--- config.mk ---
export PLATFORM = sky130hd
export DESIGN_NAME = audio_byte_packer_flat
export DESIGN_NICKNAME = d
export VERILOG_FILES = /design/src/rtl/audio_byte_packer_if.sv /design/src/rtl/audio_byte_packer.sv /design/src/flat_wrapper.sv
export SDC_FILE = /design/constraint.sdc
export NUM_CORES = 1
export LEC_CHECK = 0
export BUFFER_PORTS_ARGS = -buffer_cell sky130_fd_sc_hd__buf_2
export CAP_MARGIN = 5
export CORE_MARGIN = 1.5
export CORE_UTILIZATION = 57
export CTS_CLUSTER_DIAMETER = 60
export DETAILED_ROUTE_END_ITERATION = 7
export PLACE_DENSITY = 0.71
export SLEW_MARGIN = 20
export SYNTH_ARGS = -nofsm -noshare
export SYNTH_HDL_FRONTEND = slang
export SYNTH_SLANG_ARGS = --single-unit
--- constraint.sdc ---
create_clock -name clk -period 3.7 [get_ports clk]
set_clock_uncertainty 0.1 [all_clocks]
set_input_delay 0.185 -clock clk [delete_from_list [all_inputs] [get_ports clk]]
set_output_delay 0.185 -clock clk [all_outputs]
set_load 0.02 [all_outputs]
--- src/rtl/audio_byte_packer_if.sv ---
// Handshake bundles for the audio byte packer.
//
// bytestream  : one byte per write, no backpressure.
//   write  - byte in data is valid this cycle
//   data   - 8-bit payload
//   master drives write/data, slave receives them.
//
// audiostream : one signed 16-bit sample per transfer.
//   write  - sample is valid (driven by master)
//   sample - signed 16-bit sample (driven by master)
//   strobe - sink takes the sample this cycle (driven by slave)

interface bytestream;
  logic       write;
  logic [7:0] data;

  modport master (output write, output data);
  modport slave  (input write, input data);
endinterface

interface audiostream;
  logic               write;
  logic signed [15:0] sample;
  logic               strobe;

  modport master (output write, output sample, input strobe);
  modport slave  (input write, input sample, output strobe);
endinterface

--- src/rtl/audio_byte_packer.sv ---
// audio_byte_packer
//
// Pairs a little-endian byte stream into signed 16-bit samples, buffers
// them in a FIFO and presents them through a single output register to a
// sink that takes one sample per strobe.
//
// Ports:
//   clk      - system clock, rising edge
//   reset    - synchronous, active-high
//   in       - bytestream slave (write, data)
//   out      - audiostream master (write, sample out; strobe in)
//   flush    - one-cycle pulse, discards all buffered data
//   overflow - sticky: a sample was dropped because the FIFO was full
//   level    - FIFO occupancy, not counting the output register

module audio_byte_packer #(
  parameter int FIFO_DEPTH_LOG2 = 5
) (
  input  logic                     clk,
  input  logic                     reset,
  bytestream.slave                 in,
  audiostream.master               out,
  input  logic                     flush,
  output logic                     overflow,
  output logic [FIFO_DEPTH_LOG2:0] level
);

  localparam int DEPTH = 1 << FIFO_DEPTH_LOG2;
  localparam logic [FIFO_DEPTH_LOG2:0] FULL_LEVEL = (FIFO_DEPTH_LOG2 + 1)'(DEPTH);

  logic [15:0]                mem [DEPTH];
  logic [FIFO_DEPTH_LOG2-1:0] wr_ptr;
  logic [FIFO_DEPTH_LOG2-1:0] rd_ptr;
  logic                       lo_valid;
  logic [7:0]                 lo_byte;

  logic transfer;
  logic full;
  logic pop;
  logic push_req;
  logic push_ok;

  // A pop refills the output register whenever it is empty or being
  // emptied this cycle; a push into a full FIFO only succeeds if a pop
  // frees a slot in the same cycle. Flush suppresses both.
  always_comb begin
    transfer = out.write && out.strobe;
    full     = (level == FULL_LEVEL);
    pop      = !flush && (!out.write || transfer) && (level != '0);
    push_req = !flush && in.write && lo_valid;
    push_ok  = push_req && (!full || pop);
  end

  // Sample storage; the high byte comes straight from the bus, the low
  // byte from the pairing register.
  always_ff @(posedge clk) begin
    if (!reset && push_ok) begin
      mem[wr_ptr] <= {in.data, lo_byte};
    end
  end

  always_ff @(posedge clk) begin
    if (reset) begin
      wr_ptr     <= '0;
      rd_ptr     <= '0;
      level      <= '0;
      lo_valid   <= 1'b0;
      lo_byte    <= '0;
      overflow   <= 1'b0;
      out.write  <= 1'b0;
      out.sample <= '0;
    end else if (flush) begin
      // out.sample deliberately keeps its last value across a flush.
      wr_ptr    <= '0;
      rd_ptr    <= '0;
      level     <= '0;
      lo_valid  <= 1'b0;
      overflow  <= 1'b0;
      out.write <= 1'b0;
    end else begin
      // Every second byte completes a pair, even if the sample is then
      // dropped, so pairing never slips out of alignment.
      if (in.write) begin
        lo_valid <= !lo_valid;
        if (!lo_valid) begin
          lo_byte <= in.data;
        end
      end

      if (push_ok) begin
        wr_ptr <= wr_ptr + FIFO_DEPTH_LOG2'(1);
      end

      if (push_req && !push_ok) begin
        overflow <= 1'b1;
      end

      if (pop) begin
        rd_ptr     <= rd_ptr + FIFO_DEPTH_LOG2'(1);
        out.sample <= mem[rd_ptr];
        out.write  <= 1'b1;
      end else if (transfer) begin
        out.write <= 1'b0;
      end

      case ({push_ok, pop})
        2'b10:   level <= level + (FIFO_DEPTH_LOG2 + 1)'(1);
        2'b01:   level <= level - (FIFO_DEPTH_LOG2 + 1)'(1);
        default: level <= level;
      endcase
    end
  end

endmodule

--- src/flat_wrapper.sv ---
// flat-port wrapper written by rule: the top's interface ports become plain ports
module audio_byte_packer_flat 
#(
  parameter int FIFO_DEPTH_LOG2 = 5
)
  (clk, reset, flush, overflow, level, in_write, in_data, out_write, out_sample, out_strobe);
  bytestream in_i ();
  audiostream out_i ();
  input  logic clk;
  input  logic reset;
  input  logic flush;
  output logic overflow;
  output logic [FIFO_DEPTH_LOG2:0] level;
  input wire logic [$bits(in_i.write)-1:0] in_write;
  input wire logic [$bits(in_i.data)-1:0] in_data;
  output wire logic [$bits(out_i.write)-1:0] out_write;
  output wire logic [$bits(out_i.sample)-1:0] out_sample;
  input wire logic [$bits(out_i.strobe)-1:0] out_strobe;
  assign in_i.write = in_write;
  assign in_i.data = in_data;
  assign out_write = out_i.write;
  assign out_sample = out_i.sample;
  assign out_i.strobe = out_strobe;
  audio_byte_packer #(.FIFO_DEPTH_LOG2(FIFO_DEPTH_LOG2)) u_core (.clk(clk), .reset(reset), .in(in_i), .out(out_i), .flush(flush), .overflow(overflow), .level(level));
endmodule
==> results of run 1 <==
## state kept, by name (all words and copies together), names as in the netlist
register and cells:
u_core.level 6, u_core.lo_byte 8, u_core.lo_valid 1, u_core.mem 512, u_core.out.sample 16, u_core.out.write 1, u_core.overflow 1, u_core.rd_ptr 5
u_core.wr_ptr 5
## cell families after synthesis
group                      count (synthesis)
AOI/OAI and AO/OA                        156
xor gates and xnor gates                  10
adders and majority gates                 10
buffers and inverters                     66
DFF                                      555
muxes                                    171
and+or+nand+nor                          105
## metrics by stage
| stage | worst slack, ps | std cells | hold WS (ps) | power [W] |
|---|---|---|---|---|
| 2_1_floorplan | 788 | 1073 | 184 | 0.00728 |
| 3_5_place_dp | 806 | 1617 | 351 | 0.00745 |
| 3_3_place_gp | 785 | 1617 | 357 | 0.00744 |
| 5_1_grt | 568 | 1719 | 86.0 | 0.0129 |
| 6_report | 822 | 1719 | 77.7 | 0.0126 |
| 4_1_cts | 790 | 1719 | 48.0 | 0.0126 |
## cells in the final DEF (no fill, tap or decap), types with 3 or more instances in the layout
master / count
a21oi_1: 42
clkinv_1: 8
inv_1: 6
clkinv_2: 9
nand3_1: 6
nand2_1: 15
clkbuf_1: 12
edfxtp_1: 512
dfxtp_1: 37
xnor2_1: 6
mux2i_1: 74
buf_12: 3
clkbuf_16: 55
buf_4: 60
nor2_1: 53
nand3b_1: 4
a22o_1: 30
ha_1: 9
nor2b_1: 3
o21ai_0: 9
dlygate4sd3_1: 4
mux4_1: 8
o22ai_1: 15
a2111oi_2: 15
xor2_1: 4
a22oi_1: 15
dfxtp_2: 4
o221ai_1: 16
buf_2: 36
mux4_2: 89
nand4_1: 3
clkbuf_8: 9
## cell type report
cell class | count | area (sq um)
clock buffer | 76 | 1550
multi-input combinational | 452 | 4910
fill | 2392 | 12600
tap | 504 | 631
clock inverter | 22 | 175
inverter | 7 | 26.3
sequential | 555 | 16200
timing repair buffer | 103 | 731
## layer usage
layer	GRT usage	share of wire
met1	0.366	0.42
met2	0.384	0.47
met3	0.0458	0.083
met4	0.0837	0.027
met5	0	0
## power breakdown
part           leakage, nW  internal (W)  switching [W]  total, W
logic                 1.85      0.000152       0.000243  0.000396
clock network        0.847       0.00304        0.00221   0.00525
registers             4.83       0.00686      0.0000619   0.00693
## worst max-delay path by stage
stage / depth (start not counted) / end / start
2_1_floorplan: 10 / u_core.level[4] / u_core.level[1]
3_3_place_gp: 6 / u_core.out.sample[0] / u_core.rd_ptr[0]
3_5_place_dp: 6 / u_core.out.sample[0] / u_core.rd_ptr[0]
4_1_cts: 6 / u_core.out.sample[0] / u_core.rd_ptr[0]
5_1_grt: 10 / u_core.level[4] / u_core.level[2]
6_report: 6 / u_core.out.sample[14] / u_core.rd_ptr[0]
==> results.cfg, run 1 <==
[floorplan]
coreArea_sq_mm = 0.0369
io_pins = 37
fp.dieW_um = 197
row_count = 70
dieArea_sq_mm = 0.0389
die_height_um = 197
floorplan.initialDensity = 0.583

[clock_tree]
cts_sinks = 555
htree_levels = 2
clk_latency_ps = 600
cts_made_buffers = 54
postCtsSetupBuffers = 0
clockBufferDepth = 3
cts_tree = done
cts.hold.buffers_added = 4
cts_resized = 0
clk_pin_slew_ps = 60
clock-root-buffer = clkbuf_16

[logic_synthesis]
post-synth-top-count-cell = edfxtp_1
synth_commonest_cells = edfxtp_1, mux4_2, mux2i_1
synthAdderAreaFrac = 0.00617
syn_avg_cell_area_sq_um = 20.0
synth_nets = 1096
synthXorXnorAreaFrac = 0.00407
ys.flop_type = edfxtp_1
yosys-top-cells-area = edfxtp_1, mux4_2, dfxtp_1
yosysTopAreaCell = edfxtp_1
synth_top_family_by_area = multiplexers
synth_edf_count = 512
yosysWarnings = 0
async_flop_share = 0
synth_cell_types = 58
synthSimpleGateAreaFrac = 0.0236
synth_area_sq_mm = 0.0215
yosys_register_bits = 555
synth_compound_area_frac = 0.0564
ys_seq_area_frac = 0.755
synth_top_area_share = 0.715
synth.mux.area_fraction = 0.137
syn-instance-count = 1073

[worst_setup_path]
max_stage_delay_ps = 730
r2r_cells = 6
slowest_stage = dfxtp_4
regToRegEndpoint = u_core.out.sample[14]
path_buf_inv = 2
critPathKind = flip-flop to flip-flop
rrSetupSlack_ps = 820
critPathLaunchType = flip-flop
required_ps = 4080
cp_data_arrival_time_ps = 3250
endpoint_kind = flip-flop
path_cells = buf_12 -> buf_4 -> mux4_2 -> a21oi_1 -> o21ai_0 -> a32o_1
cp_max_fo = 42
cp_top_family = flip-flops
r2r_start = u_core.rd_ptr[0]

[flow_run]
drv_cap = 0

[route]
drt_iter0_drc = 1205
dr.pass1.iters = 5
final_antenna_net_count = 0
remaining_drc_errors = 0
drt-total-wl_um = 46900
viasPerCell = 6.26
post_drt_wl_per_cell_um = 27.3
vias = 10800

[global_route]
grt_pass1_wl_um = 69100
overflow = 0
grt_max_degree = 43
grt_pass1_vias = 10800
grt_util_all_layers = 0.250
antenna_found_initial = 0

[finish]
diodes = 0
drive_gt1_frac = 0.246
utilization = 0.658
design_area_sq_mm = 0.0243
synthToLayoutAreaGrowth_pct = 12.9
nets = 1196

[worst_hold_path]
holdPathEnd = u_core.mem[6][15]
worstHoldStart = in_data[7]
whs_path_depth = 1
hold_class = input pin to flip-flop

[sta]
fin_setup_tns_ps = 0
max_freq_mhz = 347
tightest_slew_ps = 948
period_minus_slack_ps = 2880
max_slew_margin = 0.367
rsz0062_at_grt = false
finalSetupViolations = 0
hold_viol_final = 0
min_period_over_period = 0.778
drv_slew = 0

[place]
dpl_cell_area_sq_mm = 0.0225
gp_congestion = 0.827
numPortBuffers = 36
place_hpwl_um = 27600

[outcome]
run_status = finished clean

[pwr]
p_leak_nw = 7.53
vdd_drop_max_mv = 0.476
p_per_area_mw_per_mm2 = 518
Note: power is estimated with default switching activity, not from simulation.
==> run 2, diff against run 1 <==
--- a/config.mk
+++ b/config.mk
@@ -5,6 +5,7 @@
 export SDC_FILE = /design/constraint.sdc
 export NUM_CORES = 1
 export LEC_CHECK = 0
+export ABC_AREA = 1
 export BUFFER_PORTS_ARGS = -buffer_cell sky130_fd_sc_hd__buf_2
 export CAP_MARGIN = 5
 export CORE_MARGIN = 1.5
==> constraint.sdc (replaced) <==
create_clock -name clk -period 2.9 [get_ports clk]
set_clock_uncertainty 0.1 [all_clocks]
set_input_delay 0.145 -clock clk [delete_from_list [all_inputs] [get_ports clk]]
set_output_delay 0.145 -clock clk [all_outputs]
set_load 0.02 [all_outputs]
==> run 2 against run 1 <==
Critical path depth increased by 5. Synthesized cell count is 110% higher. Worst setup slack got worse by 340 ps. Synthesized area up 9.1%. Largest cell class unchanged. Critical path type unchanged.
==> results.cfg, run 2 <==
[outcome]
run_status = finished clean

[finish]
top_register = u_core.mem
most-common-layout-cells = nand2_1, edfxtp_1, nand3_1, inv_1, nor2_1
diodes = 0
mostFrequentLayoutCell = nand2_1
utilization = 0.641
reg_top3 = u_core.mem x512, u_core.out.sample x16, u_core.lo_byte x8
synthToLayoutAreaGrowth_pct = 11.3
fillCellCount = 3194
drive_gt1_frac = 0.0846
nets = 2295
largest_reg_flops = 512

[flow_run]
drv_cap = 0

[logic_synthesis]
synth_top_area_share = 0.656
synth_cell_types = 27
synth_area_sq_mm = 0.0234
async_flop_share = 0
syn-instance-count = 2228
ys.flop_type = edfxtp_1
ys_seq_area_frac = 0.692
synth_commonest_cells = nand2_1, edfxtp_1, nand3_1
yosysWarnings = 0
yosysTopAreaCell = edfxtp_1
synth_nets = 2251
syn_avg_cell_area_sq_um = 10.5
yosys-top-cells-area = edfxtp_1, nand2_1, nand3_1
yosys_register_bits = 555
post-synth-top-count-cell = nand2_1
synth_edf_count = 512

[floorplan]
floorplan.initialDensity = 0.576
dieArea_sq_mm = 0.0424
row_count = 74
io_pins = 37
fp.dieW_um = 206
die_height_um = 206
coreArea_sq_mm = 0.0407

[route]
drt_iter0_drc = 1819
post_drt_wl_per_cell_um = 20.4
drt-total-wl_um = 58100
vias = 15800
final_antenna_net_count = 0
dr.pass1.iters = 6
viasPerCell = 5.54
remaining_drc_errors = 0

[pwr]
p_clk_frac = 0.419
p_sw_frac = 0.220
p_per_area_mw_per_mm2 = 645
p_leak_nw = 10.4
cell_internal_pwr_w = 0.0131
vdd_drop_max_mv = 0.472
seq_power_share = 0.525
switchingPower_w = 0.00370
combPwrFrac = 0.056

[clock_tree]
clockBufferDepth = 3
clk_latency_ps = 590
clk_pin_slew_ps = 60
postCtsSetupBuffers = 0
cts_tree = done
clock-root-buffer = clkbuf_16
htree_levels = 2
cts_made_buffers = 56
cts_sinks = 555

[worst_setup_path]
endpoint_kind = flip-flop
critPathKind = flip-flop to flip-flop
cp_max_fo = 12
required_ps = 3090
cp_data_arrival_time_ps = 2600
critPathLaunchType = flip-flop
r2r_cells = 11

[place]
place_hpwl_um = 33000
gp_congestion = 0.869
numPortBuffers = 36

[global_route]
grt_pass1_vias = 15200
grt_pass1_wl_um = 88000
overflow = 0
antenna_found_initial = 0
grt_max_degree = 149
grt_util_all_layers = 0.281

[sta]
drv_slew = 0
fin_setup_tns_ps = 0
min_period_over_period = 0.832
finalSetupViolations = 0
tightest_slew_ps = 1030
rsz0062_at_grt = false
max_freq_mhz = 414
max_slew_margin = 0.315
hold_viol_final = 0
period_minus_slack_ps = 2410

[worst_hold_path]
whs_path_depth = 3
hold_class = input pin to flip-flop
-- run 2: what timing repair did --
action | CTS | global route
resized for setup | 0 | 0
hold endpoints to repair | 18 | 0
hold buffers | 5 | 0
-- run 2: logic make-up (layout without fill, tap and decap cells) --
| family | Yosys count | in the layout | share of synthesized area |
|---|---|---|---|
| flip-flops | 555 | 555 | 0.692 |
| AND/OR/NAND/NOR | 1208 | 1208 | 0.213 |
| XOR/XNOR | 6 | 6 | 0.00224 |
| adder cells (fa/ha/maj) | 10 | 10 | 0.00566 |
| AO/OA/AOI/OAI | 102 | 102 | 0.0218 |
| buffers and inverters | 347 | 436 | 0.0645 |
-- run 2: power by group through the flow --
| stage | clock network, W | logic (W) | registers [W] |
|---|---|---|---|
| after global routing | 0.00744 | 0.00103 | 0.00884 |
| after detailed placement | 0 | 0.000919 | 0.00901 |
| after global placement | 0 | 0.000899 | 0.00901 |
| final | 0.00705 | 0.000936 | 0.00884 |
| after CTS | 0.00712 | 0.000928 | 0.00884 |
| after floorplan | 0 | 0.000583 | 0.00900 |
-- run 2: critical path, stage by stage (launching register included) --
cell and delay [ps]:
dfxtp_1 430, nor2_1 70, nand2_1 80, inv_2 50, nand2_2 60, nand2_2 70, nand4_1 100, nand2_2 150
nor2_8 200, nand2_4 150, nor2_1 340, buf_4 290
-- run 2: routing by layer --
metal / share of wire / track usage
met2: 0.47 / 0.447
met4: 0.028 / 0.0968
met5: 0 / 0
met1: 0.40 / 0.391
met3: 0.097 / 0.0512
-- run 2: final timing paths --
kind	from	endpoint	slack [ps]
hold / removal	in_data[7]	u_core.lo_byte[7]	100
setup / recovery	u_core.level[0]	u_core.mem[22][6]	490
hold reg to reg	u_core.out.sample[9]	u_core.out.sample[9]	370
setup reg to reg	u_core.level[0]	u_core.mem[22][6]	490
-- run 2: per-stage QoR --
stage / hold slack (ps) / instance area [sq um] / setup WS [ps] / power, W / std cells
finish: 101 / 26100 / 486 / 0.0168 / 2849
global route: 103 / 26100 / 308 / 0.0173 / 2849
CTS: 70.0 / 26100 / 488 / 0.0169 / 2849
detailed placement: 337 / 24300 / 494 / 0.00993 / 2741
global placement: 310 / 24300 / 640 / 0.00990 / 2741
floorplan: 144 / 23400 / 393 / 0.00958 / 2228
-- run 2: layout make-up --
type,instances,area [sq um],share of cell area
Timing Repair Buffer,99,803,0.0308
Clock buffer,71,1520,0.0582
Multi-Input combinational cell,1326,5700,0.218
Inverter,234,886,0.0339
Sequential cell,555,16300,0.623
Clock inverter,32,272,0.0104
Tap cell,532,666,0.0255
==> run 3, diff against run 2 <==
--- a/config.mk
+++ b/config.mk
@@ -12,7 +12,7 @@
 export CORE_UTILIZATION = 57
 export CTS_CLUSTER_DIAMETER = 60
 export DETAILED_ROUTE_END_ITERATION = 7
-export PLACE_DENSITY = 0.71
+export PLACE_DENSITY = 0.74
 export SLEW_MARGIN = 20
 export SYNTH_ARGS = -nofsm -noshare
 export SYNTH_HDL_FRONTEND = slang
==> constraint.sdc (replaced) <==
create_clock -name clk -period 2.1 [get_ports clk]
set_clock_uncertainty 0.1 [all_clocks]
set_input_delay 0.105 -clock clk [delete_from_list [all_inputs] [get_ports clk]]
set_output_delay 0.105 -clock clk [all_outputs]
set_load 0.02 [all_outputs]
==> run 3 against run 2 <==
Count of clock-buffer cells in the layout grew 3. Worst hold slack lost 54 ps. Sequential share of layout area shrank 2.3 points. Critical path type unchanged. Largest power group unchanged.
==> results.cfg, run 3 (synthesis gave the netlist of run 2 again) <==
[outcome]
run_status = finished clean

[floorplan]
coreArea_sq_mm = 0.0407
die_height_um = 206
fp.dieW_um = 206
io_pins = 37
floorplan.initialDensity = 0.576
row_count = 74
dieArea_sq_mm = 0.0424

[worst_setup_path]
rrSetupSlack_ps = 8
required_ps = 2520
r2r_start = u_core.rd_ptr[0]
r2r_cells = 10
regToRegEndpoint = u_core.out.sample[1]
endpoint_kind = flip-flop
critPathKind = flip-flop to flip-flop
cp_data_arrival_time_ps = 2520
critPathLaunch = u_core.rd_ptr[0]
cp_max_fo = 59
critPathLaunchType = flip-flop
crit_end = u_core.out.sample[1]

[global_route]
use_met2 = 0.460
met1_usage = 0.412
busiest_layer = met2
grt_pass1_wl_um = 91500
antenna_found_initial = 0
grt_pass1_vias = 15700
grt_util_all_layers = 0.298
grt_util_met3 = 0.0526
overflow = 0
grt_max_degree = 81

[finish]
design_area_sq_mm = 0.0271
synthToLayoutAreaGrowth_pct = 15.6
top_register = u_core.mem
drive_gt1_frac = 0.121
utilization = 0.665
largest_reg_flops = 512
mostFrequentLayoutCell = nand2_1
reg_top3 = u_core.mem x512, u_core.out.sample x16, u_core.lo_byte x8
multi_input_area_sq_mm = 0.00585
fillCellCount = 2966
nets = 2358
most-common-layout-cells = nand2_1, edfxtp_1, nand3_1, inv_1, nor2_1
diodes = 0
register_area_sq_mm = 0.0162

[sta]
rsz0062_at_grt = true
max_slew_margin = 0.503
tightest_slew_ps = 744
finalSetupViolations = 0
whs_ps = 46.2
min_period_over_period = 0.996
drv_slew = 0
period_minus_slack_ps = 2090
max_freq_mhz = 478
hold_viol_final = 0

[route]
final_antenna_net_count = 0
dr.pass1.iters = 6
post_drt_wl_per_cell_um = 21.4
viasPerCell = 5.66
remaining_drc_errors = 0
drt_iter0_drc = 2439
drt-total-wl_um = 62400
vias = 16500

[clock_tree]
clk_latency_ps = 610
cts_tree = done
cts_sinks = 555
clockBufferDepth = 3
htree_levels = 2
clk_pin_slew_ps = 60
cts_made_buffers = 54
clock-root-buffer = clkbuf_16

[place]
dpl_cell_area_sq_mm = 0.0252
place_hpwl_um = 38600
gp_congestion = 0.920
numPortBuffers = 36

[pwr]
vdd_drop_max_mv = 0.643
p_leak_nw = 10.8
p_per_area_mw_per_mm2 = 852
total_power_w = 0.0231

[worst_hold_path]
hold_class = input pin to flip-flop

[flow_run]
drv_cap = 0
-- run 3: repair_timing --
action,CTS,global route
setup endpoints to repair,2,101
hold buffers,13,0
hold endpoints to repair,95,0
gates resized for setup,2,14
setup buffers,0,0
pin swaps,0,6
-- run 3: cell type report --
type                            count  share of cell area
Sequential cell                   555               0.599
Clock inverter                     27             0.00813
Inverter                          234              0.0328
Multi-Input combinational cell   1326               0.216
Tap cell                          532              0.0246
Clock buffer                       74              0.0553
Timing Repair Buffer              164              0.0639
-- run 3: worst max-delay path: stages (launching register included) --
cell	delay, ps
dfxtp_4	420
inv_6	70
buf_16	180
buf_4	220
nand2_1	70
nand3_1	110
a21oi_1	280
nor2_1	130
nand2_1	80
nand3_1	80
a21oi_1	160
-- run 3: metrics by stage --
step	std cells	setup WS [ps]	TNS, ps
after floorplan	2228	-163	-83710
after global placement	2798	57.4	0
after detailed placement	2798	-11.4	-21.0
after CTS	2912	-39.2	-39.2
after global routing	2912	-46.3	-70.0
final	2912	8.23	0
-- run 3: report_power, final --
part / switching [W] / internal (W) / total [W] / leakage, nW
Combinational: 0.00111 / 0.000459 / 0.00157 / 4.76
Sequential: 0.0000481 / 0.0121 / 0.0121 / 5.22
Clock: 0.00404 / 0.00536 / 0.00939 / 0.840
-- run 3: how the worst min path moves through the flow --
stage | start | to | slack, ps | depth (start not counted)
global route | in_data[4] | u_core.mem[11][12] | 30 | 2
floorplan | in_data[2] | u_core.mem[0][10] | 100 | 0
CTS | in_data[4] | u_core.mem[12][12] | 5 | 2
detailed placement | in_write | u_core.lo_valid | 280 | 3
global placement | in_write | u_core.lo_valid | 260 | 3
finish | in_data[4] | u_core.mem[13][12] | 50 | 2
-- run 3: metal layers --
| metal | vias to the layer above | wire length, um |
|---|---|---|
| li1 | 7586 | - |
| met2 | 980 | 28600 |
| met3 | 157 | 6820 |
| met5 | - | 0 |
| met1 | 7752 | 24100 |
| met4 | 0 | 2840 |
